$ cat src/rtl/matmul_pkg.sv
// Shared types and widths for the matrix-multiply sequencer.
package matmul_pkg;

  localparam int DATA_W  = 8;   // signed operand width
  localparam int ACC_W   = 19;  // signed dot-product width
  localparam int MAC_LAT = 2;   // cycles from operand pair to mac_out

  typedef enum logic [2:0] {
    IDLE,
    ISSUE,
    WAIT,
    WAIT2,
    WRITE,
    FIN
  } state_t;

endpackage

$ cat src/rtl/matmul_idx_counter.sv
// Nested i/j/k loop counters with wrap flags and A/B/C address generation.
module matmul_idx_counter #(
  parameter int N  = 4,
  parameter int AW = $clog2(N*N)
) (
  input  logic          clk,
  input  logic          rst_n,
  input  logic          clr,
  input  logic          k_inc,
  input  logic          j_inc,
  output logic          k_first,
  output logic          k_last,
  output logic          j_last,
  output logic          i_last,
  output logic [AW-1:0] a_addr,
  output logic [AW-1:0] b_addr,
  output logic [AW-1:0] c_addr
);

  localparam int IW = (N > 1) ? $clog2(N) : 1;
  localparam logic [IW-1:0] LAST = IW'(N - 1);

  logic [IW-1:0] i, j, k;

  assign k_first = (k == '0);
  assign k_last  = (k == LAST);
  assign j_last  = (j == LAST);
  assign i_last  = (i == LAST);

  assign a_addr = AW'(i) * AW'(N) + AW'(k);
  assign b_addr = AW'(k) * AW'(N) + AW'(j);
  assign c_addr = AW'(i) * AW'(N) + AW'(j);

  // k steps per issued pair; j steps per written element and carries into i.
  always_ff @(posedge clk or negedge rst_n) begin
    if (!rst_n) begin
      i <= '0;
      j <= '0;
      k <= '0;
    end else if (clr) begin
      i <= '0;
      j <= '0;
      k <= '0;
    end else begin
      if (k_inc) k <= k_last ? '0 : k + 1'b1;
      if (j_inc) begin
        j <= j_last ? '0 : j + 1'b1;
        if (j_last) i <= i_last ? '0 : i + 1'b1;
      end
    end
  end

endmodule

$ cat src/rtl/matmul_sequencer.sv
// Sequences A/B operand reads into the MAC and writes each dot product to C.
module matmul_sequencer
  import matmul_pkg::*;
#(
  parameter int N  = 4,
  parameter int AW = $clog2(N*N)
) (
  input  logic              clk,
  input  logic              rst_n,
  input  logic              start,
  output logic              busy,
  output logic              done,
  output logic [AW-1:0]     a_addr,
  input  logic [DATA_W-1:0] a_rdata,
  output logic [AW-1:0]     b_addr,
  input  logic [DATA_W-1:0] b_rdata,
  output logic [DATA_W-1:0] mac_a,
  output logic [DATA_W-1:0] mac_b,
  output logic              mac_clear,
  input  logic [ACC_W-1:0]  mac_out,
  output logic              c_we,
  output logic [AW-1:0]     c_addr,
  output logic [ACC_W-1:0]  c_wdata
);

  state_t state, state_nx;
  logic   clr, k_inc, j_inc;
  logic   k_first, k_last, j_last, i_last;
  logic   feed_q, clear_q;

  matmul_idx_counter #(.N(N), .AW(AW)) u_idx (
    .clk     (clk),
    .rst_n   (rst_n),
    .clr     (clr),
    .k_inc   (k_inc),
    .j_inc   (j_inc),
    .k_first (k_first),
    .k_last  (k_last),
    .j_last  (j_last),
    .i_last  (i_last),
    .a_addr  (a_addr),
    .b_addr  (b_addr),
    .c_addr  (c_addr)
  );

  // State register.
  always_ff @(posedge clk or negedge rst_n) begin
    if (!rst_n) state <= IDLE;
    else        state <= state_nx;
  end

  // Next-state and counter control.
  always_comb begin
    state_nx = state;
    clr      = 1'b0;
    k_inc    = 1'b0;
    j_inc    = 1'b0;
    case (state)
      IDLE: begin
        if (start) begin
          state_nx = ISSUE;
          clr      = 1'b1;
        end
      end
      ISSUE: begin
        k_inc = 1'b1;
        if (k_last) state_nx = WAIT;
      end
      WAIT:  state_nx = WAIT2;
      WAIT2: state_nx = WRITE;
      WRITE: begin
        j_inc    = 1'b1;
        state_nx = (i_last && j_last) ? FIN : ISSUE;
      end
      FIN:     state_nx = IDLE;
      default: state_nx = IDLE;
    endcase
  end

  // Feed stage: aligns the clear strobe and valid flag with the RAM read data.
  always_ff @(posedge clk or negedge rst_n) begin
    if (!rst_n) begin
      feed_q  <= 1'b0;
      clear_q <= 1'b0;
    end else begin
      feed_q  <= (state == ISSUE);
      clear_q <= (state == ISSUE) && k_first;
    end
  end

  assign mac_a     = feed_q ? a_rdata : '0;
  assign mac_b     = feed_q ? b_rdata : '0;
  assign mac_clear = clear_q || (state == IDLE);

  assign busy    = (state != IDLE);
  assign done    = (state == FIN);
  assign c_we    = (state == WRITE);
  assign c_wdata = mac_out;

endmodule

$ cat config.mk
export PLATFORM = sky130hd
export DESIGN_NAME = matmul_sequencer
export DESIGN_NICKNAME = d
export VERILOG_FILES = /design/src/rtl/matmul_pkg.sv /design/src/rtl/matmul_idx_counter.sv /design/src/rtl/matmul_sequencer.sv
export SDC_FILE = /design/constraint.sdc
export NUM_CORES = 1
export LEC_CHECK = 0
export BUFFER_PORTS_ARGS = -buffer_cell sky130_fd_sc_hd__buf_2
export CORE_MARGIN = 2
export CORE_UTILIZATION = 35
export DETAILED_ROUTE_END_ITERATION = 10
export MAX_ROUTING_LAYER = met4
export PLACE_DENSITY = 0.82
export SYNTH_ARGS = -nofsm -noshare
export SYNTH_HDL_FRONTEND = slang
export SYNTH_SLANG_ARGS = --single-unit
$ cat constraint.sdc
create_clock -name clk -period 1.6 [get_ports clk]
set_input_delay 0.16 -clock clk [delete_from_list [all_inputs] [get_ports clk]]
set_output_delay 0.16 -clock clk [all_outputs]
set_load 0.01 [all_outputs]
==> impl_results.md <==
- Number of max-slew violations in the final report: 0
- Synth area leaders: dfrtp_1, buf_4, and2_1
- Worst r2r dst: u_idx.j[0]
- Power density over cell area: between 1500 and 2000 mW/mm^2
- Worst slew pin tran: approximately 0.35 ns
- Die Y: 53.6 um
- IO Pins: about 90
- Final Hold Slack: ~0.24 ns
- Tot Pwr: between 1500 and 2000 uW
- TritonCTS Buffers: 3
- Initial DRT Pass Iterations: 4
- Die Span X: 53.6 um
- Clk slew on worst S/H paths: 0.07 ns
- Post-Synth Simple-Gate Area: 27.0%
- Max-Cap Viols: 0
- Unrepaired setup endpoints after global routing: no
- Post-synthesis adder-cell area fraction: approximately 5.8%
- Max Fclk: approximately 650 MHz
- Worst Hold Path Cells: 3
- Compound-Gate Fraction of Synth Area: 5.23%
- Critical path arrival: approximately 1.4 ns
- Sequential fraction of the synthesis area: 32.0%
- Largest net degree at the start of global routing: 17
- Placer Congestion: ~0.71
- Syn Nets: about 140
- XOR/XNOR Fraction of Synth Area: 0%
- Post-route setup TNS: 0 ns
- Post-Syn Area: around 860 um^2
- Worst path required time: between 1 and 1.5 ns
- Floorplan row count: 17
- Type of origin of the critical path: flop
- Vias in the first global route: between 600 and 700
- Synth unique cells: 22
- Critical Path Sink Type: output port
- WL per Instance: ~12 um
- Worst hold path class: input pin to flop
- Final setup vio count: 0
- Root buf cell: clkbuf_4
- Share of cells above drive strength 1: 49.2%
- Register bit count reported by yosys: 11
- Total number of H-tree levels: 1
- Post-DRT Antenna Nets: 0
- Cells after Synth: 96
- Ratio of final minimum period to clock period: a little over nine tenths
- Post-synth top area share: 32.0%
- R2r worst-path depth: 3
- Total GRT Usage: roughly an eighth
- First-pass GRT wire length: around 2.5 mm
- Status: completed
- Max-slew headroom: about three quarters
- Syn Area/Cell: 8.97 um^2
- Starting DRT DRC Count: 5
- Overflow left after global routing: 0
- Antenna cells: 0
- Postcts setup bufs: 0
- TritonCTS clock tree: built
- Syn. warnings: 0
- CTS Sinks: 11
- Leakage: 0.000566 uW
- Max clock buf depth: 2
- Core Area: 0.00228 mm^2
- DP Cell Count: 147
- Largest family of logic cells by synthesized area: simple AND/OR/NAND/NOR gates
- Fin Clk Skew: slightly below 0.0009 ns
- Total length of routed wires: about 1.8 mm
- R2R Setup Slk: 0.18 ns
- Max IR drop VDD: 1100 uV
- CP Launch Point: state[0]
- Min Tclk post-route: 1.54 ns
- Multiplexer share of the synthesized area: roughly 4.7%
- Port Buffers: 50
- Number of remaining DRC errors: 0
- Final #Nets: ~170
- FF-to-FF Start: state[0]
- Area Growth Syn to Fin: 14.7%
- Die area: between 0.002 and 0.003 mm^2
- Initial Util: 37.8%
- Worst-path fanout max: 9
- Worst hold start: start
- Worst-Skew Late Latency: around 0.26 ns
- Hold Path End: state[0]
- Worst setup path category: flop to output port
- Via-per-instance ratio: roughly 4.7
- Final Util: 43.4%
- Final Non-Filler Cells: roughly 150
- Routed via count: between 700 and 800
- Final Hold Fails: 0
- Cell taking the most area after synthesis: dfrtp_1
- Initial antenna violation count: 0
logic make-up (layout without fill, tap and decap cells):
family          Yosys count  in the layout
flops                    11             11
compound gates            6              6
simple gates             39             39
mux                       4              4
buf+inv                  32             60
fa+ha+maj                 4              4
worst max-delay path: stages (launching register included):
cell	delay [ns]
dfrtp_2	0.46
or3_1	0.44
nand2b_1	0.09
buf_2	0.13
through the flow:
stage	setup WS (ns)	cell area [um^2]
floorplan	0.263	861
global placement	0.225	947
detailed placement	0.161	947
CTS	0.0281	983
global route	0.00491	987
finish	0.0571	987
cells in the mapped netlist:
master	n
nor2_2	1
or3_1	2
nand2b_1	3
or3b_4	1
a21oi_2	1
and4bb_2	1
a21oi_1	1
ha_1	4
nor3b_2	1
o21a_1	1
o22ai_1	1
and2_1	17
o2bb2ai_1	1
inv_1	5
nand3b_1	1
o32ai_1	1
nor2_1	8
buf_4	26
dfrtp_1	11
clkbuf_1	1
mux2i_1	4
nand2_1	4
state kept, by name (all words and copies together), names as in the netlist:
signal   count
u_idx.i      2
u_idx.k      2
feed_q       1
u_idx.j      2
clear_q      1
state        3
cell usage in the layout (no fill, tap or decap):
master / n
inv_1: 5
clkbuf_4: 3
nand2b_1: 3
nor3b_2: 1
and2_1: 17
a21oi_1: 1
and4bb_2: 1
buf_2: 50
or3b_4: 1
o2bb2ai_1: 1
or3_1: 2
o32ai_1: 1
dlygate4sd3_1: 1
clkbuf_1: 1
nor2_2: 1
a21oi_2: 1
ha_1: 4
dfrtp_2: 3
nand2_1: 4
o22ai_1: 1
nor2_1: 8
o21a_1: 1
mux2i_1: 4
nand3b_1: 1
dfrtp_1: 8
per-layer routing:
| metal | up-vias | global-route usage, % | part of all wire [%] |
|---|---|---|---|
| met2 | 54 | 23.7 | 51 |
| met3 | 0 | 2.50 | 14 |
| met1 | 322 | 11.4 | 35 |
| met4 | 0 | 7.69 | 0 |
| met5 | - | - | 0 |
| li1 | 338 | - | - |
report_power, final:
part	switching (uW)	total, uW	internal (uW)	leakage [uW]
clock network	90.7	187	96.4	0.0000150
logic	428	838	411	0.000411
registers	153	533	380	0.000140
cell type report:
cell class	instances	area (um^2)
clock buffers	4	26.3
fillers	243	1290
inverters	5	18.8
multi-input cells	53	368
flip-flops and latches	11	279
well taps	28	35.0
repair buffers	51	260
repair_timing:
item | in CTS | in global routing
resized for setup | 0 | 3
hold buffers | 1 | 0
hold endpoints to repair | 11 | 0
endpoints found under the setup margin | 0 | 2
worst max-delay path by stage:
stage                             to  slack (ns)  cells after the start
after global placement    u_idx.j[0]        0.22                      3
after CTS                       c_we        0.03                      3
after detailed placement  u_idx.j[0]        0.16                      3
after global routing       mac_clear       0.005                      3
after floorplan           u_idx.j[0]        0.26                      3
final                      mac_clear        0.06                      3
Note: power is estimated with default switching activity, not from simulation.
